## src/rtl/instr_sequencer_pkg.sv

```systemverilog
// Shared instruction-format definitions for the sequencer and the compute cores:
// opcode classes, halt-decode field positions and the sequencer state encoding.
package instr_sequencer_pkg;

  typedef enum logic [1:0] {
    OPC_LOAD = 2'b00,
    OPC_ALU2 = 2'b01,
    OPC_ALU1 = 2'b10,
    OPC_MISC = 2'b11
  } opclass_e;

  localparam int CLASS_MSB = 15;
  localparam int CLASS_LSB = 14;
  localparam int HALT_BIT  = 4;

  typedef enum logic {
    ST_IDLE = 1'b0,
    ST_RUN  = 1'b1
  } seq_state_e;

  // A halt is a misc-class word with the halt flag set.
  function automatic logic is_halt(input logic [15:0] word);
    return (opclass_e'(word[CLASS_MSB:CLASS_LSB]) == OPC_MISC) && word[HALT_BIT];
  endfunction

endpackage

```

## src/rtl/instr_sequencer_prog_mem.sv

```systemverilog
// Program store: synchronous write, asynchronous read, no reset so contents
// survive a sequencer reset.
module prog_mem #(
  parameter int DEPTH = 16,
  parameter int WIDTH = 16,
  localparam int AW = $clog2(DEPTH)
) (
  input  logic             clk,
  input  logic             we_i,
  input  logic [AW-1:0]    waddr_i,
  input  logic [WIDTH-1:0] wdata_i,
  input  logic [AW-1:0]    raddr_i,
  output logic [WIDTH-1:0] rdata_o
);

  logic [WIDTH-1:0] mem_q [DEPTH];

  always_ff @(posedge clk) begin
    if (we_i) mem_q[waddr_i] <= wdata_i;
  end

  assign rdata_o = mem_q[raddr_i];

endmodule

```

## src/rtl/instr_sequencer.sv

```systemverilog
// SIMD instruction sequencer: runs the stored program once per start, broadcasting
// one registered opcode per cycle with an execute qualifier, stalled by hold.
module instr_sequencer
  import instr_sequencer_pkg::*;
#(
  parameter int PROG_DEPTH   = 16,
  parameter int OPCODE_WIDTH = 16,
  localparam int AW = $clog2(PROG_DEPTH)
) (
  input  logic                    clk,
  input  logic                    rst,
  input  logic                    prog_we,
  input  logic [AW-1:0]           prog_addr,
  input  logic [OPCODE_WIDTH-1:0] prog_data,
  input  logic                    start,
  input  logic                    hold,
  output logic [OPCODE_WIDTH-1:0] opcode,
  output logic                    execute,
  output logic                    busy,
  output logic                    done,
  output logic [AW-1:0]           pc
);

  localparam logic [AW:0] END_ADDR = (AW+1)'(PROG_DEPTH);

  seq_state_e              state_q, state_d;
  logic [AW:0]             nxt_q, nxt_d;
  logic [OPCODE_WIDTH-1:0] opcode_q, opcode_d;
  logic [AW-1:0]           pc_q, pc_d;
  logic                    execute_q, execute_d;
  logic                    done_q, done_d;

  logic [AW-1:0]           fetch_addr;
  logic [OPCODE_WIDTH-1:0] fetch_word;
  logic                    fetch_halt;
  logic                    at_end;

  prog_mem #(
    .DEPTH (PROG_DEPTH),
    .WIDTH (OPCODE_WIDTH)
  ) u_prog_mem (
    .clk     (clk),
    .we_i    (prog_we && (state_q == ST_IDLE)),
    .waddr_i (prog_addr),
    .wdata_i (prog_data),
    .raddr_i (fetch_addr),
    .rdata_o (fetch_word)
  );

  // nxt_q is one bit wider than pc so running off the end is visible without wrapping.
  assign fetch_addr = (state_q == ST_RUN) ? nxt_q[AW-1:0] : '0;
  assign fetch_halt = is_halt(fetch_word[15:0]);
  assign at_end     = (nxt_q == END_ADDR);

  always_ff @(posedge clk or posedge rst) begin
    if (rst) state_q <= ST_IDLE;
    else     state_q <= state_d;
  end

  always_comb begin
    state_d = state_q;
    case (state_q)
      ST_IDLE: if (start) state_d = (!hold && fetch_halt) ? ST_IDLE : ST_RUN;
      ST_RUN:  if (!hold && (at_end || fetch_halt)) state_d = ST_IDLE;
      default: state_d = ST_IDLE;
    endcase
  end

  // Under hold nothing advances; the word fetched at nxt_q is issued once hold drops.
  always_comb begin
    opcode_d  = opcode_q;
    pc_d      = pc_q;
    nxt_d     = nxt_q;
    execute_d = 1'b0;
    done_d    = 1'b0;
    case (state_q)
      ST_IDLE: begin
        if (start) begin
          opcode_d = fetch_word;
          pc_d     = '0;
          nxt_d    = '0;
          if (!hold) begin
            execute_d = !fetch_halt;
            done_d    = fetch_halt;
            nxt_d     = (AW+1)'(1);
          end
        end
      end
      ST_RUN: begin
        if (!hold) begin
          if (at_end) begin
            done_d = 1'b1;
          end else begin
            opcode_d  = fetch_word;
            pc_d      = fetch_addr;
            execute_d = !fetch_halt;
            done_d    = fetch_halt;
            nxt_d     = nxt_q + (AW+1)'(1);
          end
        end
      end
      default: ;
    endcase
  end

  always_ff @(posedge clk or posedge rst) begin
    if (rst) begin
      opcode_q  <= '0;
      pc_q      <= '0;
      nxt_q     <= '0;
      execute_q <= 1'b0;
      done_q    <= 1'b0;
    end else begin
      opcode_q  <= opcode_d;
      pc_q      <= pc_d;
      nxt_q     <= nxt_d;
      execute_q <= execute_d;
      done_q    <= done_d;
    end
  end

  assign opcode  = opcode_q;
  assign pc      = pc_q;
  assign execute = execute_q;
  assign done    = done_q;
  assign busy    = (state_q == ST_RUN);

endmodule

```

## config.mk

```make
export PLATFORM = sky130hd
export DESIGN_NAME = instr_sequencer
export DESIGN_NICKNAME = d
export VERILOG_FILES = /design/src/rtl/instr_sequencer_pkg.sv /design/src/rtl/instr_sequencer_prog_mem.sv /design/src/rtl/instr_sequencer.sv
export SDC_FILE = /design/constraint.sdc
export NUM_CORES = 1
export LEC_CHECK = 0
export CORE_ASPECT_RATIO = 1.4
export CORE_MARGIN = 10
export CORE_UTILIZATION = 54
export CTS_CLUSTER_SIZE = 24
export DETAILED_ROUTE_END_ITERATION = 7
export PLACE_DENSITY = 0.75
export SLEW_MARGIN = 20
export SYNTH_ARGS = -nofsm -noshare
export SYNTH_HDL_FRONTEND = slang
export SYNTH_SLANG_ARGS = --single-unit
```

## constraint.sdc

```tcl
create_clock -name clk -period 3.1 [get_ports clk]
set_clock_uncertainty 0.2 [all_clocks]
set_input_delay 0.62 -clock clk [delete_from_list [all_inputs] [get_ports clk]]
set_output_delay 0.62 -clock clk [all_outputs]
set_load 0.01 [all_outputs]
```

==> reports/qor.csv <==
metric;value;unit
cts_tree;yes;
initialDrtViolationCount;665;
grt-ovfl-total;0;
grt_antenna_before_repair;0;
crit_fanout;12;
cts_buffer_depth;3;
ant_nets;0;
fin_ws;0.410;ns
synth.distinct_cells;50;
synth_seq_cells;284;
grt_pass1_vias;6222;
cts.sinks;284;
async_reset_ff_frac;0.0986;
period_share;0.868;
clk_pin_slew;0.07;ns
place_congestion;0.831;
port_buffers;47;
drive_gt1_frac;0.167;
cp-start-kind;register;
r2r-start;busy;
timing.final.max_slew_violations;0;
drc;0;
cts_setup_buffers;0;
chipWidth;142;µm
yosysWarnings;0;
htreeDepth;1;
ys_seq_area_frac;0.742;
synth.net_count;696;
viasPerCell;6.14;
ys.flop_type;edfxtp_1;
cts_buffers;25;
p_sw_frac;0.303;
globalRouteMet2Util;0.283;
busiest_layer;met2;
grtUsageMet1;0.230;
ios;48;
worst_pin_slew;1.03;ns
synth_edf_count;256;
reg2reg_to;opcode[12];
synth_top_area_frac;0.680;
setup_viol;0;
r2r_slack;0.57;ns
dp_hpwl;15400;µm
design.die.area;27200;µm²
maxCapViolCount;0;
vias;6228;
area_growth;14.8;%
cp_data_required_time;2.28;ns
core;20600;µm²
root_buffer;clkbuf_16;
grt_max_degree;36;
ff2ff_path_depth;5;
finish.net_count;768;
slowest_delay;0.58;ns
max_clock_freq;372;MHz
ir_worst_vdd;424;µV
die_h;191;µm
track_usage;0.173;
hold_path_class;input port to async pin;
timing_worst_setup_path_type;register to output pin;
use_met3;0.0310;
min_period;2.69;ns
powerDensity;836;nW/µm²
diodes;0;
hold_buffers;0;
tns;0;ns
netSwitchingPower;3.29;mW
hold_viol;0;
path_cells;buf_4 > clkdlybuf4s50_1;
synth_area;11300;µm²
slew_headroom;0.308;
insertion_delay;0.53;ns
cts_resized;0;
status;complete, no violations;
post-place-ws;0.512;ns
rsz0062_at_grt;no;
start_util;0.550;
synthTopCellsByCount;edfxtp_1, a21oi_1, nand2_1;
wirelength;23900;µm
synth_area_leaders;edfxtp_1, dfrtp_1, mux4_2, mux2i_1, a21oi_1;
yosysMostFrequentCell;edfxtp_1;
post_drt_wl_per_cell;23.5;µm
yosys.area.top_type;edfxtp_1;
endpoint_kind;output pin;
avgSynthCellArea;16.9;µm²
grt_pass1_wl;36500;µm
fp-row-count;62;
pwr-share-comb;0.308;
seqPwrFrac;0.420;
p_int;7.56;mW
firstDrtPassIters;5;
cellLeakagePower;4.42;nW
clkPwrFrac;0.272;
syn_inst;669;
cp_slowest_cell;dfrtp_1;
cp.arrival;1.87;ns
[layout by cell type, fill, tap and decap left out, types with 5 or more instances in the layout]
cell / instances
mux2_2: 20
o221ai_1: 5
o21ai_0: 10
nand3_1: 5
nor3_2: 5
a211o_1: 13
clkinv_2: 5
inv_1: 6
edfxtp_1: 256
nor2_1: 39
o21ai_1: 10
buf_4: 32
and2_1: 13
nand2_1: 42
clkbuf_16: 25
mux2i_1: 36
nor2b_1: 7
a21oi_1: 55
mux4_1: 6
clkdlybuf4s50_1: 47
a311oi_1: 13
dfrtp_1: 27
mux4_2: 20
[final cells by class]
cell class | count | area [µm²]
clock inverter | 16 | 140
fill | 1370 | 7580
inverter | 8 | 30.0
sequential | 284 | 8390
tap | 256 | 320
multi-input combinational | 339 | 2670
timing repair buffer | 83 | 791
clock buffer | 29 | 641
[power groups by stage]
stage / Clock [mW] / Combinational [mW] / Sequential, mW
3_3_place_gp: 0 / 3.27 / 4.63
6_report: 2.95 / 3.34 / 4.56
3_5_place_dp: 0 / 3.32 / 4.64
4_1_cts: 2.99 / 3.35 / 4.56
5_1_grt: 3.16 / 3.60 / 4.58
2_1_floorplan: 0 / 2.27 / 4.63
[per-stage QoR]
| stage | instance area, µm² | hold slack (ns) | instances | total power [mW] | util |
|---|---|---|---|---|---|
| after floorplan | 11300 | 0.297 | 669 | 6.90 | - |
| after global placement | 12200 | 0.312 | 970 | 7.89 | 0.593 |
| after detailed placement | 12200 | 0.317 | 970 | 7.96 | 0.593 |
| after CTS | 13000 | 0.297 | 1015 | 10.9 | 0.631 |
| after global routing | 13000 | 0.336 | 1015 | 11.3 | 0.631 |
| final | 13000 | 0.293 | 1015 | 10.9 | 0.631 |
[worst max-delay path, delay by kind of cell, from the launching register on]
kind,cells,cell delay (ns)
buffers and inverters,2,0.77
flip-flops,1,0.58
[sequential cells by signal, summed over array words and instances, names as in the netlist]
signal,count
execute,1
busy,1
pc,4
u_prog_mem.mem_q,256
opcode,16
done,1
nxt_q,5
[kinds of logic after synthesis]
kind of cell | Yosys count | share of synthesized area
flip-flops | 284 | 0.742
AND/OR/NAND/NOR | 127 | 0.0531
buffers and inverters | 46 | 0.0238
AO/OA/AOI/OAI | 124 | 0.0701
multiplexers | 83 | 0.107
adder cells (fa/ha/maj) | 2 | 0.00221
XOR/XNOR | 3 | 0.00232
[per-layer routing]
metal / wire, µm / part of all wire
met1: 9380 / 0.39
met5: 0 / 0
met2: 12100 / 0.51
met3: 1900 / 0.080
met4: 505 / 0.021
[worst max path at each step]
stage          slack [ns]  cells past startpoint    start                      to
6_report             0.41                      2     busy                    busy
3_3_place_gp         0.57                      5  prog_we  u_prog_mem.mem_q[4][3]
3_5_place_dp         0.51                      5  prog_we  u_prog_mem.mem_q[0][0]
5_1_grt              0.34                      2     busy                    busy
4_1_cts              0.39                      2     busy                    busy
2_1_floorplan        0.16                      5     busy  u_prog_mem.mem_q[4][0]
No activity file was read; power rests on OpenSTA's default activity.
